$ cat src/rtl/mem_block_responder.sv
// Block read responder: accepts a 4-word block request, waits LATENCY cycles, then streams the block.
// Optional macro WRITE_BACK_EN adds block writes committed in a single COMMIT cycle.
module mem_block_responder #(
  parameter int LATENCY = 4
) (
  input  logic        clk,
  input  logic        rst,
  input  logic        req_valid,
  output logic        req_ready,
  input  logic        req_write,
  input  logic [14:0] req_adr,
  input  logic [31:0] wdata0,
  input  logic [31:0] wdata1,
  input  logic [31:0] wdata2,
  input  logic [31:0] wdata3,
  output logic        rsp_valid,
  input  logic        rsp_ready,
  output logic [31:0] rsp_word,
  output logic [1:0]  rsp_idx,
  output logic        rsp_last,
  output logic        wr_done,
  output logic [12:0] served_count
);

  typedef enum logic [1:0] {
    IDLE,
    WAIT,
    BURST
`ifdef WRITE_BACK_EN
    , COMMIT
`endif
  } stateT;

  stateT       state;
  logic [12:0] baseBlk;
  logic [3:0]  waitCnt;
  logic        valid;
  logic [31:0] word;
  logic [1:0]  idx;
  logic        last;
  logic [12:0] served;

`ifdef WRITE_BACK_EN
  logic        isWrite;
  logic        wrDone;
  logic [31:0] wbuf [4];
  logic [31:0] mem [32768];
  // A word never written reads back as its own address, so the store needs no preload.
  logic [32767:0] written = '0;
  logic        unusedBits;

  assign unusedBits = ^req_adr[1:0];

  function automatic logic [31:0] readWord(input logic [14:0] a);
    return written[a] ? mem[a] : {17'd0, a};
  endfunction

  always_ff @(posedge clk) begin
    if (!rst && state == COMMIT) begin
      for (int i = 0; i < 4; i++) begin
        mem[{baseBlk, 2'(i)}]     <= wbuf[i];
        written[{baseBlk, 2'(i)}] <= 1'b1;
      end
    end
  end

  assign wr_done = wrDone;
`else
  logic unusedBits;

  assign unusedBits = ^{req_write, wdata0, wdata1, wdata2, wdata3, req_adr[1:0]};

  function automatic logic [31:0] readWord(input logic [14:0] a);
    return {17'd0, a};
  endfunction

  assign wr_done = 1'b0;
`endif

  always_ff @(posedge clk) begin
    if (rst) begin
      state  <= IDLE;
      valid  <= 1'b0;
      word   <= 32'd0;
      idx    <= 2'd0;
      last   <= 1'b0;
      served <= 13'd0;
`ifdef WRITE_BACK_EN
      wrDone <= 1'b0;
`endif
    end else begin
      case (state)
        IDLE: begin
          if (req_valid) begin
            baseBlk <= req_adr[14:2];
            waitCnt <= 4'(LATENCY - 1);
`ifdef WRITE_BACK_EN
            isWrite <= req_write;
            wbuf[0] <= wdata0;
            wbuf[1] <= wdata1;
            wbuf[2] <= wdata2;
            wbuf[3] <= wdata3;
`endif
            state   <= WAIT;
          end
        end
        WAIT: begin
          if (waitCnt == 4'd0) begin
`ifdef WRITE_BACK_EN
            if (isWrite) begin
              state  <= COMMIT;
              wrDone <= 1'b1;
            end else
`endif
            begin
              state <= BURST;
              valid <= 1'b1;
              word  <= readWord({baseBlk, 2'd0});
              idx   <= 2'd0;
              last  <= 1'b0;
            end
          end else begin
            waitCnt <= waitCnt - 4'd1;
          end
        end
        BURST: begin
          // Outputs only move on a handshake, so a stalled beat stays put.
          if (rsp_ready) begin
            if (last) begin
              state <= IDLE;
              valid <= 1'b0;
              word  <= 32'd0;
              idx   <= 2'd0;
              last  <= 1'b0;
              if (served != 13'h1FFF) served <= served + 13'd1;
            end else begin
              idx  <= idx + 2'd1;
              last <= (idx == 2'd2);
              word <= readWord({baseBlk, idx + 2'd1});
            end
          end
        end
`ifdef WRITE_BACK_EN
        COMMIT: begin
          wrDone <= 1'b0;
          state  <= IDLE;
        end
`endif
        default: state <= IDLE;
      endcase
    end
  end

  assign req_ready    = (state == IDLE);
  assign rsp_valid    = valid;
  assign rsp_word     = word;
  assign rsp_idx      = idx;
  assign rsp_last     = last;
  assign served_count = served;

endmodule
$ cat config.mk
export PLATFORM = sky130hd
export DESIGN_NAME = mem_block_responder
export DESIGN_NICKNAME = d
export VERILOG_FILES = /design/src/rtl/mem_block_responder.sv
export SDC_FILE = /design/constraint.sdc
export NUM_CORES = 1
export LEC_CHECK = 0
export CORE_ASPECT_RATIO = 0.75
export CORE_MARGIN = 5
export CORE_UTILIZATION = 33
export CTS_CLUSTER_DIAMETER = 100
export DETAILED_ROUTE_END_ITERATION = 16
export GPL_TIMING_DRIVEN = 1
export PLACE_DENSITY_LB_ADDON = 0.3
export SYNTH_ARGS = -nofsm -noshare
export SYNTH_HDL_FRONTEND = slang
export SYNTH_SLANG_ARGS = --single-unit
$ cat constraint.sdc
create_clock -name clk -period 6.6 [get_ports clk]
set_input_delay 1.98 -clock clk [delete_from_list [all_inputs] [get_ports clk]]
set_output_delay 1.98 -clock clk [all_outputs]
set_load 0.01 [all_outputs]
==> results.yml <==
status:
  status: "complete, no violations"
floorplanning:
  num_rows: 25
  ioPinCount: 199
  initial_core_util_pct: 34.4
  core_region_area_um2: 6380
  die_w_um: 104
  dieArea_um2: 8400
  die_h_um: 80.6
pwr:
  pwr_density_cell_nw_per_um2: 215
  leakage_nw: 0.978
  vdd_drop_max_uv: 94.7
sta:
  slew_viol_final: 0
  period_needed_ns: 3.51
  setup_tns_ns: 0
  rsz0062_at_grt: "false"
  fin_crit_sh_pct: 53.2
  max_freq_mhz: 285
  worst_slew_pin_slew_ns: 0.792
  finClkSkew_ns: 0.00566
  layout_setup_ws_ns: 3.09
  final_hold_viol_count: 0
  relSlewSlack_pct: 47.2
  setup_violations: 0
worst_setup_path:
  cp.arrival_ns: 3.70
  critPathMaxFanout: 6
  critPathKind: "in2reg"
  critPathCaptureType: "flip-flop"
  crit_path_start_kind: "primary input"
  cp.required_ns: 6.79
logic_synthesis:
  ys_warn_count: 0
  syn_avg_cell_area_um2: 9.84
  ys_types: 43
  synthArstFlopShare_pct: 0
  seq_area_frac_synth_pct: 52.5
  netlist_area_um2: 2190
  yosys_most_used_dff: "dfxtp_1"
  synth_seq_cells: 49
  synth_edf_count: 17
  syn_inst: 223
route:
  wl_mm: 4.52
  detail-route-antenna-nets: 0
  drt-wirelength-per-cell_um: 12.9
  vias: 1688
  route.detailed.drc: 0
  vias_per_cell: 4.81
  first_iter_violations: 37
  drt_first_pass_iters: 4
placed_design:
  dp_hpwl_mm: 3.24
  dp_slack_ns: 2.77
  place_congestion: 0.746
  port_buffers: 49
run:
  maxCapViolCount: 0
grt:
  use_met1_pct: 14.4
  grt.met2_usage_pct: 16.5
  grtUsageTotal_pct: 10.8
  grt-busiest-layer: "met2"
  grt.met3_usage_pct: 3.94
  first_global_vias: 1553
  gr-total-overflow: 0
  antenna_found_initial: 0
  grt_pass1_wl_mm: 7.41
  grt_max_degree: 42
clocking:
  clkLatencyLatePin_ns: 0.29
  clk_pin_slew_ns: 0.09
  cts_resized: 0
  cts_root_buf: "clkbuf_8"
  cts_tree: "yes"
  cts_max_path_buffers: 2
  cts_setup_buffers: 0
  h-tree-depth: 2
  numCtsBuffers: 5
  ctsHoldBuffers: 0
  cts.sinks: 49
finish:
  final_cell_mix: "clkdlybuf4s50_1 (49), dfxtp_1 (32), nand2_1 (27)"
  drive_gt1_share_pct: 6.67
  antennaDiodeCount: 0
  area_growth_pct: 28.3
  nets: 420
  final_common_cell: "clkdlybuf4s50_1"
min_path:
  hp-class: "reg2reg"
## stage by stage
step | instance area [um^2] | util [%] | std cells | power, mW | hold WS (ns)
6_report | 2820 | 44.1 | 351 | 0.606 | 0.454
5_1_grt | 2820 | 44.1 | 351 | 0.633 | 0.479
3_5_place_dp | 2680 | 42.0 | 343 | 0.362 | 0.446
4_1_cts | 2820 | 44.1 | 351 | 0.612 | 0.458
2_1_floorplan | 2260 | - | 240 | 0.353 | 0.476
3_3_place_gp | 2680 | 42.0 | 343 | 0.361 | 0.441
## final timing paths
path         slack [ns]                      endpoint                startpoint  cells after the start
max reg2reg        4.55      rsp_word[1]$_SDFFE_PP0P_  waitCnt[0]$_SDFFCE_PP1P_                      6
min reg2reg        0.45      rsp_word[5]$_SDFFE_PP0P_  rsp_word[5]$_SDFFE_PP0P_                      2
min                0.45      rsp_word[5]$_SDFFE_PP0P_  rsp_word[5]$_SDFFE_PP0P_                      2
max                3.09  served_count[5]$_SDFFE_PP0P_                 rsp_ready                      5
## cells in the mapped netlist (2+ instances only)
master	instances	share of area, %
clkbuf_1	4	0.68
dfxtp_1	32	29
a2111oi_0	2	0.80
nor2b_1	6	1.7
inv_1	4	0.68
a211oi_1	3	1.0
xnor2_1	2	0.80
buf_2	4	0.91
nand2_1	27	4.6
nand2b_1	4	1.1
and2_1	2	0.57
or4_1	3	1.0
nor2_1	11	1.9
edfxtp_1	17	23
mux2_1	6	3.1
nor3_1	5	1.1
nor3b_2	2	1.1
nand3_1	17	3.9
buf_4	21	7.2
ha_1	3	1.7
a21oi_1	26	5.9
## where the power goes
group	total (mW)	leakage [nW]	internal, mW	switching [mW]
registers	0.322	0.415	0.318	0.00339
clock network	0.251	0.0681	0.151	0.100
logic	0.0329	0.496	0.0153	0.0176
total	0.606	0.978	0.484	0.121
## worst max-delay path, stage by stage
cell	delay [ns]
clkdlybuf4s50_1	0.58
and4b_1	0.39
nand2_2	0.15
a211oi_1	0.26
mux2_1	0.34
## cells by family after synthesis
kind of cell | share of synthesized area [%]
adders and majority gates | 1.71
DFF | 52.5
AOI/OAI and AO/OA | 9.75
other | 0.171
xor gates and xnor gates | 0.798
buffers and inverters | 9.81
muxes | 3.53
and+or+nand+nor | 21.8
## final cells by class
type / count / area (um^2)
tap: 81 / 101
inverter: 5 / 18.8
multi-input combinational: 156 / 898
sequential: 49 / 1150
timing repair buffer: 52 / 513
fill: 635 / 3560
clock inverter: 3 / 65.1
clock buffer: 5 / 68.8
## registers in the layout, indices dropped and copies added (netlist names)
signal / count
waitCnt: 4
baseBlk: 13
state: 2
served_count: 13
rsp_valid: 1
rsp_word: 14
rsp_last: 1
rsp_idx: 1
## metal layers
metal  share of wire (%)  vias to the layer above
met1                  48                      790
met5                   0                        -
met3                 7.2                        2
met4                0.42                        0
met2                  44                       58
li1                    -                      838
Note: power is estimated with default switching activity, not from simulation.
==> edit 1 (same settings) <==
Register the output `served_count` once more, with the module's reset; this adds one clock of latency there. The other outputs are not delayed to match.
--- a/src/rtl/mem_block_responder.sv
+++ b/src/rtl/mem_block_responder.sv
@@ -157,5 +157,11 @@
   assign rsp_idx      = idx;
   assign rsp_last     = last;
-  assign served_count = served;
+  always_ff @(posedge clk) begin
+    if (rst) begin
+      served_count <= '0;
+    end else begin
+      served_count <= served;
+    end
+  end
 
 endmodule
Check against the original RTL: not equivalent (Yosys sat finds a counterexample within 10 cycles, from zero or initial values and one cycle with rst high).
==> edit 1 against the unedited design <==
  * Area after synthesis is 16% higher
  * Sequential cell count is 13 higher
  * Combinational power is 2% higher
  * Final area is 15% higher
  * Via count is 5.0% higher
  * Highest routed layer unchanged
  * Largest power group unchanged
  * Sequential share of layout area is 2.8 points higher
  * Setup slack worse by 0.12 ns
  * Wire length is 11% higher
  * Global-route usage is 0.11 points higher
  * Total power is 23% higher
  * First-iteration DRC count is 32% higher
  * Maximum frequency is 3.4% lower
==> edit 1: results (changes against the unedited design) <==
Placement
  – RePlAce Congestion: 0.718 (-3.8%)
  – DP Area: 3050 um^2 (+14%)
  – Pre-CTS WS: 2.60 ns (-0.171 ns)
  – Cells after DPL: 384 (+12%)

Power and ir drop
  – Sw power: 0.000161 W (+33%)
  – Peak supply drop: 125 uV (+32%)

Min path
  – Worst hold path endpoint: rsp_word[7]
  – Worst Hold Launch: rsp_word[7]

STA
  – Worst slew margin: 37.6% (-9.6 points)
  – Clock Skew: 0.0101 ns (+0.00439 ns)
  – Fmax achieved: 275 MHz (-3.4%)
  – Hold_ws: 0.450 ns (-0.00445 ns)

Worst setup path
  – Crit Reg-Reg Endpoint: served[9]
  – Worst path max stage delay: 0.89 ns (+0.31 ns)
  – Worst setup path start: rst
  – Crit Path Max Fanout: 25 (+19)
  – Worst Setup EP: served[3]
  – Reg2Reg Depth: 5 (-1)
  – Critical path arrival: 3.92 ns (+0.22 ns)
  – R2r startpoint: served[0]

Route
  – M1 WL: 2400 um (+9.9%)
  – Vias per std cell: 4.43 (-7.8%)
  – Routed WL: 5020 um (+11%)
  – DR iter-0 viols: 49 (+32%)
  – Met2 wire length: 2210 um (+11%)

Synthesis
  – Post-Synth Adder-Cell Area: 1.48% (-0.23 points)
  – Compound-cell area share of the yosys netlist: 8.17% (-1.6 points)
  – Post-synth cell types: 45 (+4.7%)
  – Synth Area in XOR/XNOR: 1.03% (+0.23 points)
  – Top cells by area, synth: dfxtp_1 35%, edfxtp_1 20%, buf_4 6.2%
  – Sequential-to-total area share from yosys stat: 55.5% (+3.0 points)
  – Synth cell count leaders: 45 x dfxtp_1, 26 x nand2_1, 21 x buf_4

CTS
  – H-tree levels: 3 (+1)
  – Clock Pin Slew Worst Setup and Hold Paths: 0.07 ns (-0.02 ns)
  – Num CTS Buffers: 9 (+4)
  – Clock latency on the worst-skew pair: 0.34 ns (+0.05 ns)

Finish
  – Non-filler cells, final: 400 (+14%)
  – Fillers: 726 (+14%)
  – Layout cells sized above 1: 10.4% (+3.7 points)

Global route
  – Largest net degree at the start of global routing: 26 (-38%)
  – Met3 global-route usage: 4.58% (+0.65 points)
  – First-pass GRT wire length: 8230 um (+11%)
  – Tot GR Track Use: 10.9% (+0.11 points)
  – Vias in the first global route: 1,706 (+9.9%)
  – Met1 Resource Use GR: 13.5% (-0.87 points)
  – Met2 Use GR: 16.0% (-0.56 points)

Run status
  – Status: finished clean
-- edit 1: power groups by stage --
stage,Sequential (W),Clock (W),Combinational [W]
2_1_floorplan,0.000408,0,0.0000257
3_3_place_gp,0.000409,0,0.0000329
3_5_place_dp,0.000409,0,0.0000334
4_1_cts,0.000401,0.000324,0.0000335
5_1_grt,0.000401,0.000343,0.0000368
6_report,0.000401,0.000313,0.0000334
-- edit 1: cell type report --
| cell class | instances | area, um^2 | area share (%) |
|---|---|---|---|
| Sequential cell | 62 | 1410 | 43.7 |
| Timing Repair Buffer | 52 | 513 | 15.9 |
| Clock inverter | 4 | 47.5 | 1.47 |
| Tap cell | 101 | 126 | 3.91 |
| Inverter | 6 | 22.5 | 0.697 |
| Multi-Input combinational cell | 163 | 973 | 30.1 |
| Clock buffer | 12 | 135 | 4.18 |
==> edit 2 (config.mk and constraints unchanged) <==
Made on the original files. The 3 states of `stateT` get a one-hot encoding in 3 bits.
--- a/src/rtl/mem_block_responder.sv
+++ b/src/rtl/mem_block_responder.sv
@@ -23,8 +23,8 @@
 );
 
-  typedef enum logic [1:0] {
-    IDLE,
-    WAIT,
-    BURST
+  typedef enum logic [2:0] {
+    IDLE  = 3'b001,
+    WAIT  = 3'b010,
+    BURST = 3'b100
 `ifdef WRITE_BACK_EN
     , COMMIT
Function: same outputs for any inputs over 10 cycles, from zero or initial values and one cycle with rst high; not proved beyond that.
==> edit 2 against the unedited design <==
  * Final area decreased by 3.6%
  * Clock skew increased by 0.0059 ns
  * Wire length down 7.8%
  * Core utilization fell by 0.76 points
  * Sequential cell count rose by 1
  * Clock power shrank 15%
  * Setup slack got worse by 0.23 ns
  * Area after synthesis decreased by 3.5%
  * Worst hold slack gained 0.014 ns
  * Sequential power up 2%
  * Total power down 6.3%
  * Largest cell class unchanged
==> edit 2: results (changes against the unedited design) <==
Finish
  – Number of flip-flops in the largest register: 14 (unchanged)
  – Non-clk buf share: 18.6% (+0.41 points)
  – Clock network area share: 4.15% (-0.60 points)
  – Non-CTS buffers: 51 (-1.9%)
  – Fillers: 612 (-3.6%)
  – Seq area share: 43.2% (+2.3 points)
  – #MultiIn Comb: 131 (-16%)
  – Layout cells sized above 1: 6.12% (-0.54 points)
  – Area of the multi-input gates: 805 um^2 (-10%)
  – Final nets: 395 (-6.0%)

Worst setup path
  – Reg2Reg Setup Slack: 4.20 ns (-0.35 ns)
  – Worst Setup EP: rsp_word[3]
  – CP delay by family, top: simple AND/OR/NAND/NOR gates
  – CP max-delay cell: nor2b_1
  – Crit Path Max Fanout: 13 (+7)

Synthesis
  – Sequential-to-total area share from yosys stat: 55.3% (+2.8 points)
  – Flops & latches, synth: 50 (+2.0%)
  – Synth cell count leaders: 33 x dfxtp_1, 21 x buf_4, 17 x a21oi_1, 17 x edfxtp_1, 14 x nand2_1
  – Post-synth cell types: 39 (-9.3%)
  – Top cells by area, synth: dfxtp_1 31%, edfxtp_1 24%, buf_4 7.4%

Placement
  – DP Area: 2600 um^2 (-3.0%)
  – PortBufs: 49 (unchanged)
  – Detailed-placement wirelength estimate: 3040 um (-6.0%)

Run status
  – Status: finished clean

Global route
  – Largest net degree at the start of global routing: 25 (-40%)
  – Vias in the first global route: 1,385 (-11%)
  – First-pass GRT wire length: 6620 um (-11%)

Min path
  – Worst Hold Launch: baseBlk[5]
  – Hold depth: 1 (-1)

Route
  – Drt first pass iters: 6 (+2)
  – DR iter-0 viols: 32 (-14%)

Power and ir drop
  – Peak supply drop: 90.9 uV (-4.0%)
  – Pleak: 0.931 nW (-4.9%)
  – Sw power: 0.000117 W (-3.3%)

STA
  – Worst Tran Pin Value: 1.05 ns (+0.256 ns)

Floorplan
  – Die Wd: 103 um (-1.6%)
-- edit 2: through the flow --
step	utilization (%)	setup WS (ns)	power (W)	instances
detailed placement	41.6	2.49	0.000362	318
finish	43.4	2.86	0.000567	326
floorplan	-	3.45	0.000355	212
CTS	43.4	2.83	0.000574	326
global placement	41.6	2.50	0.000361	318
global route	43.4	2.68	0.000589	326
-- edit 2: worst min path at each step --
stage	endpoint	slack [ns]
6_report	rsp_word[7]	0.47
5_1_grt	rsp_word[7]	0.48
4_1_cts	rsp_word[7]	0.47
3_5_place_dp	rsp_word[8]	0.45
3_3_place_gp	rsp_word[5]	0.44
2_1_floorplan	rsp_word[10]	0.44
-- edit 2: cells by family (layout without fill, tap and decap cells) --
kind of cell | count (synthesis) | in the layout | synth area share [%]
buffers and inverters | 31 | 64 | 9.75
flip-flops | 50 | 50 | 55.3
AO/OA/AOI/OAI | 47 | 47 | 15.0
adder cells (fa/ha/maj) | 3 | 3 | 1.77
AND/OR/NAND/NOR | 60 | 60 | 16.7
multiplexers | 1 | 1 | 0.473
XOR/XNOR | 2 | 2 | 0.827
other | 1 | 18 | 0.177
-- edit 2: power by group through the flow --
| stage | Clock [W] | Combinational [W] | Sequential, W |
|---|---|---|---|
| floorplan | 0 | 0.0000218 | 0.000333 |
| global placement | 0 | 0.0000275 | 0.000334 |
| detailed placement | 0 | 0.0000279 | 0.000334 |
| CTS | 0.000220 | 0.0000279 | 0.000327 |
| global route | 0.000231 | 0.0000304 | 0.000328 |
| finish | 0.000213 | 0.0000278 | 0.000327 |
-- edit 2: routing by layer --
metal  part of all wire [%]  up-vias  wire [um]  GRT usage, %
met4                    1.8        0         76          5.11
met2                     49       34       2050          17.1
met1                     45      694       1860          13.3
met3                    4.2        7        177          2.71
met5                      0        -          0             0
li1                       -      784          -             -
